[config.mk]
export PLATFORM = sky130hd
export DESIGN_NAME = register_file_flat
export DESIGN_NICKNAME = d
export VERILOG_FILES = /design/src/rtl/register_file_pkg.sv /design/src/rtl/register_file_if.sv /design/src/rtl/register_file_read_mux.sv /design/src/rtl/register_file.sv /design/src/flat_wrapper.sv
export SDC_FILE = /design/constraint.sdc
export NUM_CORES = 1
export LEC_CHECK = 0
export CAP_MARGIN = 20
export CORE_MARGIN = 5
export CORE_UTILIZATION = 40
export CTS_BUF_LIST = sky130_fd_sc_hd__clkbuf_16
export CTS_CLUSTER_DIAMETER = 60
export CTS_CLUSTER_SIZE = 10
export DETAILED_ROUTE_END_ITERATION = 12
export PLACE_DENSITY = 0.63
export RECOVER_POWER = 50
export SLEW_MARGIN = 20
export SYNTH_ARGS = -nofsm -noshare
export SYNTH_HDL_FRONTEND = slang
export SYNTH_SLANG_ARGS = --single-unit
[constraint.sdc]
create_clock -name clk -period 1.4 [get_ports clk]
set_clock_uncertainty 0.1 [all_clocks]
set_input_delay 0.14 -clock clk [delete_from_list [all_inputs] [get_ports clk]]
set_output_delay 0.14 -clock clk [all_outputs]
set_load 0.005 [all_outputs]
[src/rtl/register_file_pkg.sv]
// register_file_pkg
// Shared constants and helpers for the register file and its interface.
//   BUS_WIDTH_DEF / NUM_REGS_DEF : default geometry of the register bank.
//   unpack_slice()                : extracts field <index> of <width> bits from
//                                   a packed multi-port vector.
package register_file_pkg;

  localparam int BUS_WIDTH_DEF = 8;
  localparam int NUM_REGS_DEF  = 8;

  // Widest packed vector / field the slice helper handles. Callers zero-extend
  // into RF_PACK_MAX bits and truncate the result back to their field width.
  localparam int RF_PACK_MAX  = 1024;
  localparam int RF_SLICE_MAX = 64;

  function automatic logic [RF_SLICE_MAX-1:0] unpack_slice(
    input logic [RF_PACK_MAX-1:0] packed_vec,
    input int                     index,
    input int                     width
  );
    return RF_SLICE_MAX'(packed_vec >> (index * width));
  endfunction

endpackage

[src/rtl/register_file_if.sv]
// register_file_if
// Bus bundle between a register-file user (master) and the register file
// (slave).
//   write_control, active_enable : write request and block enable
//   wr_addr, wr_data             : write port
//   clear                        : synchronous clear-all
//   rd_addr                      : packed read addresses, port i at [i*ADDR_W +: ADDR_W]
//   rd_data                      : packed read data, port i at [i*BUS_WIDTH +: BUS_WIDTH]
//   dirty                        : per-register written-since-clear mask
interface register_file_if
  import register_file_pkg::*;
#(
  parameter int BUS_WIDTH = BUS_WIDTH_DEF,
  parameter int NUM_REGS  = NUM_REGS_DEF,
  parameter int NUM_READ  = 2
);
  localparam int ADDR_W = $clog2(NUM_REGS);

  logic                          write_control;
  logic                          active_enable;
  logic [ADDR_W-1:0]             wr_addr;
  logic [BUS_WIDTH-1:0]          wr_data;
  logic                          clear;
  logic [NUM_READ*ADDR_W-1:0]    rd_addr;
  logic [NUM_READ*BUS_WIDTH-1:0] rd_data;
  logic [NUM_REGS-1:0]           dirty;

  modport master (
    output write_control, active_enable, wr_addr, wr_data, clear, rd_addr,
    input  rd_data, dirty
  );

  modport slave (
    input  write_control, active_enable, wr_addr, wr_data, clear, rd_addr,
    output rd_data, dirty
  );

endinterface

[src/rtl/register_file_read_mux.sv]
// regfile_read_mux
// One combinational read port: NUM_REGS:1 selection of a BUS_WIDTH word from
// the flattened register bank, with address 0 forced to zero when ZERO_REG=1.
//   words : all registers, register r at [r*BUS_WIDTH +: BUS_WIDTH]
//   sel   : register address
//   data  : selected word
module regfile_read_mux #(
  parameter int BUS_WIDTH = 8,
  parameter int NUM_REGS  = 8,
  parameter int ZERO_REG  = 1
) (
  input  logic [NUM_REGS*BUS_WIDTH-1:0] words,
  input  logic [$clog2(NUM_REGS)-1:0]   sel,
  output logic [BUS_WIDTH-1:0]          data
);

  always_comb begin
    data = words[int'(sel) * BUS_WIDTH +: BUS_WIDTH];
    // Register 0 storage still exists but is masked on every read.
    if ((ZERO_REG != 0) && (sel == '0)) begin
      data = '0;
    end
  end

endmodule

[src/rtl/register_file.sv]
// register_file
// NUM_REGS x BUS_WIDTH register bank with one write port and NUM_READ
// combinational read ports. All state changes on the falling edge of clk so a
// value written in the first half of a cycle is readable in the second half.
//   clk : clock (state updates on falling edge)
//   rst : synchronous active-low reset, sampled on the falling edge
//   bus : register_file_if slave (write port, clear, read ports, dirty mask)
module register_file
  import register_file_pkg::*;
#(
  parameter int                   BUS_WIDTH   = BUS_WIDTH_DEF,
  parameter int                   NUM_REGS    = NUM_REGS_DEF,
  parameter int                   NUM_READ    = 2,
  parameter int                   ZERO_REG    = 1,
  parameter logic [BUS_WIDTH-1:0] RESET_VALUE = '0
) (
  input logic            clk,
  input logic            rst,
  register_file_if.slave bus
);

  localparam int ADDR_W = $clog2(NUM_REGS);

  logic                          we;
  logic [NUM_REGS*BUS_WIDTH-1:0] words;
  logic [NUM_REGS-1:0]           dirty_vec;
  logic [NUM_READ*BUS_WIDTH-1:0] rd_vec;

  assign we = bus.write_control & bus.active_enable;

  // One storage word plus dirty bit per register. Reset beats clear beats
  // write, so both reset and clear silently drop a concurrent write.
  for (genvar gi = 0; gi < NUM_REGS; gi++) begin : g_reg
    localparam bit WRITABLE = (ZERO_REG == 0) || (gi != 0);

    logic [BUS_WIDTH-1:0] word_reg;
    logic                 dirty_reg;

    always_ff @(negedge clk) begin
      if (!rst || bus.clear) begin
        word_reg  <= RESET_VALUE;
        dirty_reg <= 1'b0;
      end else if (WRITABLE && we && (bus.wr_addr == ADDR_W'(gi))) begin
        word_reg  <= bus.wr_data;
        dirty_reg <= 1'b1;
      end
    end

    assign words[gi*BUS_WIDTH +: BUS_WIDTH] = word_reg;
    assign dirty_vec[gi]                    = dirty_reg;
  end

  // Read ports read current storage directly: no write bypass, so a write
  // becomes visible only after the falling edge that commits it.
  for (genvar gi = 0; gi < NUM_READ; gi++) begin : g_rd
    logic [ADDR_W-1:0]    sel;
    logic [BUS_WIDTH-1:0] data;

    assign sel = ADDR_W'(unpack_slice(RF_PACK_MAX'(bus.rd_addr), gi, ADDR_W));

    regfile_read_mux #(
      .BUS_WIDTH (BUS_WIDTH),
      .NUM_REGS  (NUM_REGS),
      .ZERO_REG  (ZERO_REG)
    ) u_mux (
      .words (words),
      .sel   (sel),
      .data  (data)
    );

    assign rd_vec[gi*BUS_WIDTH +: BUS_WIDTH] = data;
  end

  assign bus.rd_data = rd_vec;
  assign bus.dirty   = dirty_vec;

endmodule

[src/flat_wrapper.sv]
// flat-port wrapper written by rule: the top's interface ports become plain ports
module register_file_flat import register_file_pkg::*;
#(
  parameter int                   BUS_WIDTH   = BUS_WIDTH_DEF,
  parameter int                   NUM_REGS    = NUM_REGS_DEF,
  parameter int                   NUM_READ    = 2,
  parameter int                   ZERO_REG    = 1,
  parameter logic [BUS_WIDTH-1:0] RESET_VALUE = '0
)
  (clk, rst, bus_write_control, bus_active_enable, bus_wr_addr, bus_wr_data, bus_clear, bus_rd_addr, bus_rd_data, bus_dirty);
  register_file_if #(.BUS_WIDTH(BUS_WIDTH), .NUM_REGS(NUM_REGS), .NUM_READ(NUM_READ)) bus_i ();
  input logic clk;
  input logic rst;
  input wire logic [$bits(bus_i.write_control)-1:0] bus_write_control;
  input wire logic [$bits(bus_i.active_enable)-1:0] bus_active_enable;
  input wire logic [$bits(bus_i.wr_addr)-1:0] bus_wr_addr;
  input wire logic [$bits(bus_i.wr_data)-1:0] bus_wr_data;
  input wire logic [$bits(bus_i.clear)-1:0] bus_clear;
  input wire logic [$bits(bus_i.rd_addr)-1:0] bus_rd_addr;
  output wire logic [$bits(bus_i.rd_data)-1:0] bus_rd_data;
  output wire logic [$bits(bus_i.dirty)-1:0] bus_dirty;
  assign bus_i.write_control = bus_write_control;
  assign bus_i.active_enable = bus_active_enable;
  assign bus_i.wr_addr = bus_wr_addr;
  assign bus_i.wr_data = bus_wr_data;
  assign bus_i.clear = bus_clear;
  assign bus_i.rd_addr = bus_rd_addr;
  assign bus_rd_data = bus_i.rd_data;
  assign bus_dirty = bus_i.dirty;
  register_file #(.BUS_WIDTH(BUS_WIDTH), .NUM_REGS(NUM_REGS), .NUM_READ(NUM_READ), .ZERO_REG(ZERO_REG), .RESET_VALUE(RESET_VALUE)) u_core (.clk(clk), .rst(rst), .bus(bus_i));
endmodule
After elaboration in Yosys (flattened, before gate mapping)

Cells that the tools add are included.

Logic and storage cells: 37
Register bits after elaboration: 63

Equal/unequal tests: 7
Muxes and demuxes: 2
Shift operators: 2
Reductions and logical operators: 11
Bitwise logic cells: 1

Operators by type and width:

| operator                                      | count |
|---|---|
| indexed part select 64 x 7 -> 8 bit           | 2 |
| two-way mux 8 bit                             | 2 |
| == test 3 bit, second input constant          | 4 |
| logical AND 1 bit                             | 7 |
| == test 3 x 2 -> 1 bit, second input constant | 2 |
| logical NOT 3 bit                             | 2 |
| == test 3 x 1 -> 1 bit, second input constant | 1 |
| AND 1 bit                                     | 1 |
| logical NOT 1 bit                             | 1 |
| logical OR 1 bit                              | 1 |

Logic depth before layout (Yosys ltp)

Gate-level depths: netlist of run 1.

Depth in word-level cells: 2
Mapped depth: 5
Mapped depth without buffers: 3

By module

From an unflattened synthesis of run 1, not the netlist that was laid out.

Cells, all modules: 349
Area, all modules: 3415.8 µm²

By module, submodules not included:

| module           | sequential area each (µm²) | area each (µm²) | cells each | instances |
|---|---|---|---|---|
| register_file    | 1261.2                     | 2379.8          | 231        | 1 |
| regfile_read_mux | 0.0                        | 518.0           | 59         | 2 |

==> results of run 1 <==
cell type report:
class / instances / area share [%]
multi-input cells: 232 / 42.0
repair buffers: 138 / 23.6
flip-flops and latches: 63 / 22.8
clock inverters: 70 / 5.08
clock buffers: 9 / 3.96
well taps: 105 / 2.31
inverters: 4 / 0.264
placed cells by master, fill, tap and decap left out, types with 12 or more instances in the layout:
master,Yosys,routed
buf_12,2,12
inv_1,5,67
mux2i_1,89,89
dfxtp_2,0,27
a221oi_2,7,23
buf_4,12,57
buf_2,14,19
mux2_4,3,15
nand2_2,3,17
buf_6,3,29
dfxtp_1,63,36
nand2_1,64,35
path summary, 6_finish.rpt:
check	start	end	slack (ns)	cells after the start
setup reg to reg	u_core.g_reg[3].dirty_reg	u_core.g_reg[3].dirty_reg	0.47	4
hold reg to reg	u_core.g_reg[4].dirty_reg	u_core.g_reg[4].dirty_reg	0.35	1
setup / recovery	u_core.g_reg[1].word_reg[7]	bus_rd_data[7]	-1.02	4
hold / removal	u_core.g_reg[4].dirty_reg	u_core.g_reg[4].dirty_reg	0.35	1
report_power, final:
group | internal, mW | switching, mW
registers | 1.82 | 0.00724
clock network | 1.46 | 1.44
logic | 0.386 | 0.382
logic make-up after synthesis:
group	share of synthesized area [%]
buffers and inverters	8.04
other	0.112
multiplexers	32.0
AND/OR/NAND/NOR	11.1
flip-flops	37.7
AO/OA/AOI/OAI	11.0
timing repair:
action                                  in CTS  in global routing
cloned                                       4                  2
pin swaps                                   26                 28
gates resized for setup                    212                 59
setup buffers                               19                 11
endpoints found under the setup margin      86                 83
metal layers:
metal | share of wire, % | routed length [um] | up-vias | global-route usage [%]
met3 | 4.6 | 558 | 21 | 7.44
met1 | 41 | 4960 | 1613 | 26.4
met2 | 52 | 6280 | 96 | 40.8
met4 | 2.2 | 269 | 0 | 13.6
li1 | - | - | 1550 | -
met5 | 0 | 0 | - | 0
stage by stage:
stage / total power [mW] / utilization (%) / hold slack, ns
after detailed placement: 2.74 / 55.3 / 0.345
final: 5.49 / 69.6 / 0.350
after floorplan: 2.44 / - / 0.340
after global routing: 5.83 / 69.6 / 0.366
after CTS: 5.49 / 67.5 / 0.349
after global placement: 2.74 / 55.3 / 0.345
==> results.md, run 1 <==
- Final hold violation count: 0
- Clock sink count: 63
- Total Routing Usage GR: 24.0%
- CTS root buf: clkbuf_16
- First-pass GRT wire length: 18600 um
- Initial DRC count: 131
- Crit Path Class: flop to primary output
- H-Tree Depth: 3
- Mapped Area: 3340 sq um
- Filler Cell Count: 601
- Die ar.: 10300 sq um
- Max-cap check violation count: 0
- Register area share after synthesis: 37.7%
- Place WS: -0.993 ns
- Post-DP Area: 4520 sq um
- Reg clk slew, reported paths: 0.05 ns
- Layout Nets: 533
- Area delta synth->final: 70.1%
- DP Wirelength: 6930 um
- CTS Buffer Depth: 2
- CP endpoint kind: primary output
- Pin count of the biggest net entering global routing: 16
- Crit-path max cell delay: 0.32 ns
- Row count: 33
- Post-Syn Instances: 334
- Setup slack after layout: -1.02 ns
- Initial Util: 40.9%
- Cell taking the most area after synthesis: dfxtp_1
- DR vias: 3280
- Post-synthesis async set-or-reset flop share: 0%
- Failing checks: negative setup slack
- Chip width: 101 um
- VDD IR max: 547 uV
- Total Routed Length: 12100 um
- Port bufs: 44
- Mean Syn Cell Area: 10.0 sq um
- Share of layout cells above drive strength 1: 50.2%
- Number of buffers created by CTS: 9
- Top Family by Delay on Critical Path: flip-flops
- Worst hold path class: flop to flop
- Seq. cell area: 1290 sq um
- Crit-path slowest cell: dfxtp_2
- Pins over their slew limit: 0
- Routed vias/inst: 5.28
- WL per Instance: 19.4 um
- Critical-path cell list: mux2_4, a221oi_4, a221oi_2, buf_2
- Post-synth EDFFs: 0
- # diodes: 0
- TritonCTS clock tree: done
- Post-synth top area share: 37.7%
- I/O pin total: 46
- Setup TNS Final: -24.02 ns
- Post-synth net total: 356
- Initial antenna violation count: 0
- Count of different cell masters after synthesis: 29
- Ys flop type: dfxtp_1
- Final ANT Viol Nets: 0
- Final setup fails: 83
- Hold buffers post-CTS: 0
- Core area: 8180 sq um
- Area of the multi-input gates: 2390 sq um
- Max FFs per register: 56
- Non-filler cells, final: 621
- First-pass iteration count of the detailed router: 5
- RSZ-0062 raised after global routing: true
- Worst EP required: 1.16 ns
- Global route overflow: 0
- Clock latency on the worst-skew pair: 0.40 ns
- Ys Warns: 0
- Most frequent cell after synthesis: mux2i_1
- Arr. time, crit path: 2.18 ns
- Synthesis-stage register bit count: 63
- DIE HEIGHT: 101 um
- Synth area leaders: dfxtp_1 (38%), mux2i_1 (27%), nand2_1 (7.2%), a221oi_1 (6.0%), mux2_2 (4.0%)
- Most common library cells after synthesis: mux2i_1 (89), nand2_1 (64), dfxtp_1 (63)
- Post-route cell area: 5690 sq um
- RePlAce Congestion: 0.874
- Critical path startpoint category: flop
- Placed Cells: 516
- Largest fanout on the critical path: 2
- Leakage: 2.91 nW
- Number of global-route vias before repair: 3664
- CP bufs+invs: 1
- PD cells: 965 nW/um^2
- DRC: 0
- Status: complete, but fails checks
Power figures use the tool's default switching activity.
==> inputs of run 2 (changes only) <==
Settings changed: CAP_MARGIN 20 to 30, HOLD_SLACK_MARGIN from default to 0.05, SETUP_SLACK_MARGIN from default to 0.2.
==> results.md, run 2 (synthesis gave the netlist of run 1 again) <==
- Status: complete, but fails checks
- Failing checks: negative setup slack
- CTS root buf: clkbuf_16
- Initial antenna violation count: 0 (unchanged)
- Crit-path max cell delay: 0.33 ns (about the same)
- Core area: 8180 sq um (unchanged)
- Max FFs per register: 56 (unchanged)
- Total Power: 5.70 mW (+3.9%)
- VDD IR max: 742 uV (+36%)
- Power Internal: 3.86 mW (+5.3%)
- Critical-path cell list: mux2_2, a221oi_2, a221oi_2, buf_2
- Placed Cells: 519 (+0.58%)
- H-Tree Depth: 3 (unchanged)
- Total Routing Usage GR: 25.0% (+1.0 points)
- Most common cell after layout, fill and taps aside: mux2i_1
- Worst EP required: 1.16 ns (about the same)
- Final setup fails: 83 (unchanged)
- Final hold violation count: 0 (unchanged)
- Slew at the pin with the worst max-slew slack: 0.590 ns
- FF-to-FF setup slack: 0.48 ns (about the same)
- Combinational share of power: 15.0% (+1.0 points)
- Critical path startpoint category: flop
- Worst hold path class: flop to flop
- Number of buffers created by CTS: 9 (unchanged)
- DP Wirelength: 6700 um (-3.3%)
- I/O pin total: 46 (unchanged)
- DIE HEIGHT: 101 um (unchanged)
- Post-route cell area: 6010 sq um (+5.6%)
- Pin count of the biggest net entering global routing: 15 (-1)
- Clock sink count: 63 (unchanged)
- Clock latency on the worst-skew pair: 0.38 ns (-0.02 ns)
- First-pass GRT wire length: 19500 um (+4.6%)
- Area delta synth->final: 79.6%
- Global route overflow: 0 (unchanged)
- Worst Setup SP: u_core.g_reg[1].word_reg[6]
- CP endpoint kind: primary output
- Routed vias/inst: 5.43 (+2.8%)
- Net Sw Frac: 32.4% (-0.89 points)
- CTS Buffer Depth: 2 (unchanged)
- Worst setup path end: bus_rd_data[6]
- Pins over their slew limit: 0 (unchanged)
- Post-DP Area: 4480 sq um (-0.97%)
- Filler Cell Count: 518 (-14%)
- Port bufs: 44 (unchanged)
- FF-to-FF Start: u_core.g_reg[3].dirty_reg
- Reg clk slew, reported paths: 0.05 ns (about the same)
- Register-to-Register Path Depth: 4 (unchanged)
- Clock network power share: 53.0% (+0.2 points)
- Setup slack after layout: -1.06 ns (-0.0370 ns)
- Leakage: 3.08 nW (+6.0%)
- Total Routed Length: 13200 um (+9.5%)
- RR Endpoint: u_core.g_reg[3].dirty_reg
- Chip width: 101 um (unchanged)
- RSZ-0062 raised after global routing: true
- Die ar.: 10300 sq um (unchanged)
- RePlAce Congestion: 0.816 (-6.6%)
- Row count: 33 (unchanged)
- Slew HR: 60.6%
- TritonCTS clock tree: done
- Most frequent cells in the layout: mux2i_1 (87), inv_1 (68), buf_4 (52)
- Share of layout cells above drive strength 1: 55.9% (+5.7 points)
- First-pass iteration count of the detailed router: 4 (-1)
- Non-filler cells, final: 622 (+0.16%)
- Crit-path slowest cell: dfxtp_2
- Critical Path Most Common Cell: a221oi_2
- Initial DRC count: 159 (+21%)
- Crit Path Class: flop to primary output
- Max-cap check violation count: 0 (unchanged)
- Switch Pwr: 1.85 mW (+1.1%)
- Layout Nets: 535 (+0.38%)
- Largest fanout on the critical path: 3 (+1)
- # diodes: 0 (unchanged)
- Arr. time, crit path: 2.22 ns (+0.04 ns)
- PD cells: 950 nW/um^2 (-1.6%)
- DRC: 0 (unchanged)
- DR vias: 3378 (+3.0%)
- Number of global-route vias before repair: 3763 (+2.7%)
- Final ANT Viol Nets: 0 (unchanged)
- Reg power frac: 32.0% (-1.2 points)
- WL per Instance: 21.2 um (+9.3%)
- Setup TNS Final: -27.57 ns (-3.55 ns)
- Initial Util: 40.9% (unchanged)
==> run 2: changes by cell type in the layout (fill, tap and decap cells not counted), moves of 3 or more <==
| cell | previous run | this run |
|---|---|---|
| nand2_1 | 35 | 8 |
| nand2_2 | 17 | 34 |
| nand2_4 | 7 | 17 |
| a221oi_2 | 23 | 16 |
| buf_16 | 0 | 7 |
| buf_4 | 57 | 52 |
| a221oi_4 | 7 | 11 |
| buf_8 | 6 | 10 |
| a221oi_1 | 0 | 3 |
| buf_12 | 12 | 9 |
| buf_6 | 29 | 26 |
| inv_6 | 3 | 0 |
==> run 2: power groups by stage <==
| stage | Clock (mW) | Combinational (mW) | Sequential, mW |
|---|---|---|---|
| after global routing | 3.33 | 0.891 | 1.82 |
| after global placement | 0.278 | 0.586 | 1.85 |
| after floorplan | 0.278 | 0.320 | 1.85 |
| after detailed placement | 0.278 | 0.591 | 1.85 |
| after CTS | 2.98 | 0.764 | 1.83 |
| final | 3.02 | 0.858 | 1.83 |
==> run 2: worst min-delay path by stage <==
stage / startpoint / to / slack, ns / depth (start not counted)
after CTS: u_core.g_reg[6].dirty_reg / u_core.g_reg[6].dirty_reg / 0.35 / 2
final: u_core.g_reg[6].dirty_reg / u_core.g_reg[6].dirty_reg / 0.35 / 2
after detailed placement: u_core.g_reg[2].dirty_reg / u_core.g_reg[2].dirty_reg / 0.35 / 2
after floorplan: u_core.g_reg[4].word_reg[6] / u_core.g_reg[4].word_reg[6] / 0.34 / 2
after global routing: u_core.g_reg[2].dirty_reg / u_core.g_reg[2].dirty_reg / 0.37 / 2
after global placement: u_core.g_reg[4].dirty_reg / u_core.g_reg[4].dirty_reg / 0.34 / 1
==> run 2: layout make-up <==
class                      instances  area [sq um]  area share, %
clock buffer                       9           225           3.75
clock inverter                    69           295           4.92
inverter                           4          15.0          0.250
multi-input combinational        232          2560           42.7
sequential                        63          1300           21.6
tap                              105           131           2.19
timing repair buffer             140          1480           24.6
==> run 2: stage by stage <==
step                util [%]  setup slack, ns  hold slack (ns)
finish                  73.5            -1.06            0.351
global route            73.5            -1.12            0.371
CTS                     68.9            -1.06            0.353
detailed placement      54.8           -0.954            0.348
global placement        54.7            -1.04            0.341
floorplan                  -           -0.411            0.340
==> run 2: timing repair <==
item / in CTS / in global routing
hold buffers: 0 / 0
setup endpoints to repair: 86 / 86
pin swaps: 45 / 26
setup buffers: 12 / 5
resized for setup: 243 / 63
cloned: 9 / 0
==> run 2: routing by layer <==
metal	up-vias	GRT usage, %	routed length [um]	share of wire, %
li1	1568	-	-	-
met3	24	6.61	768	5.8
met2	124	44.0	7040	53
met5	-	0	0	0
met4	0	12.9	261	2.0
met1	1662	27.5	5150	39
==> run 2: worst max-delay path: cells and delay by family, from the launching register on <==
family	cells	cell delay, ns
buffers and inverters	1	0.17
DFF	1	0.33
muxes	1	0.27
AOI/OAI and AO/OA	2	0.36
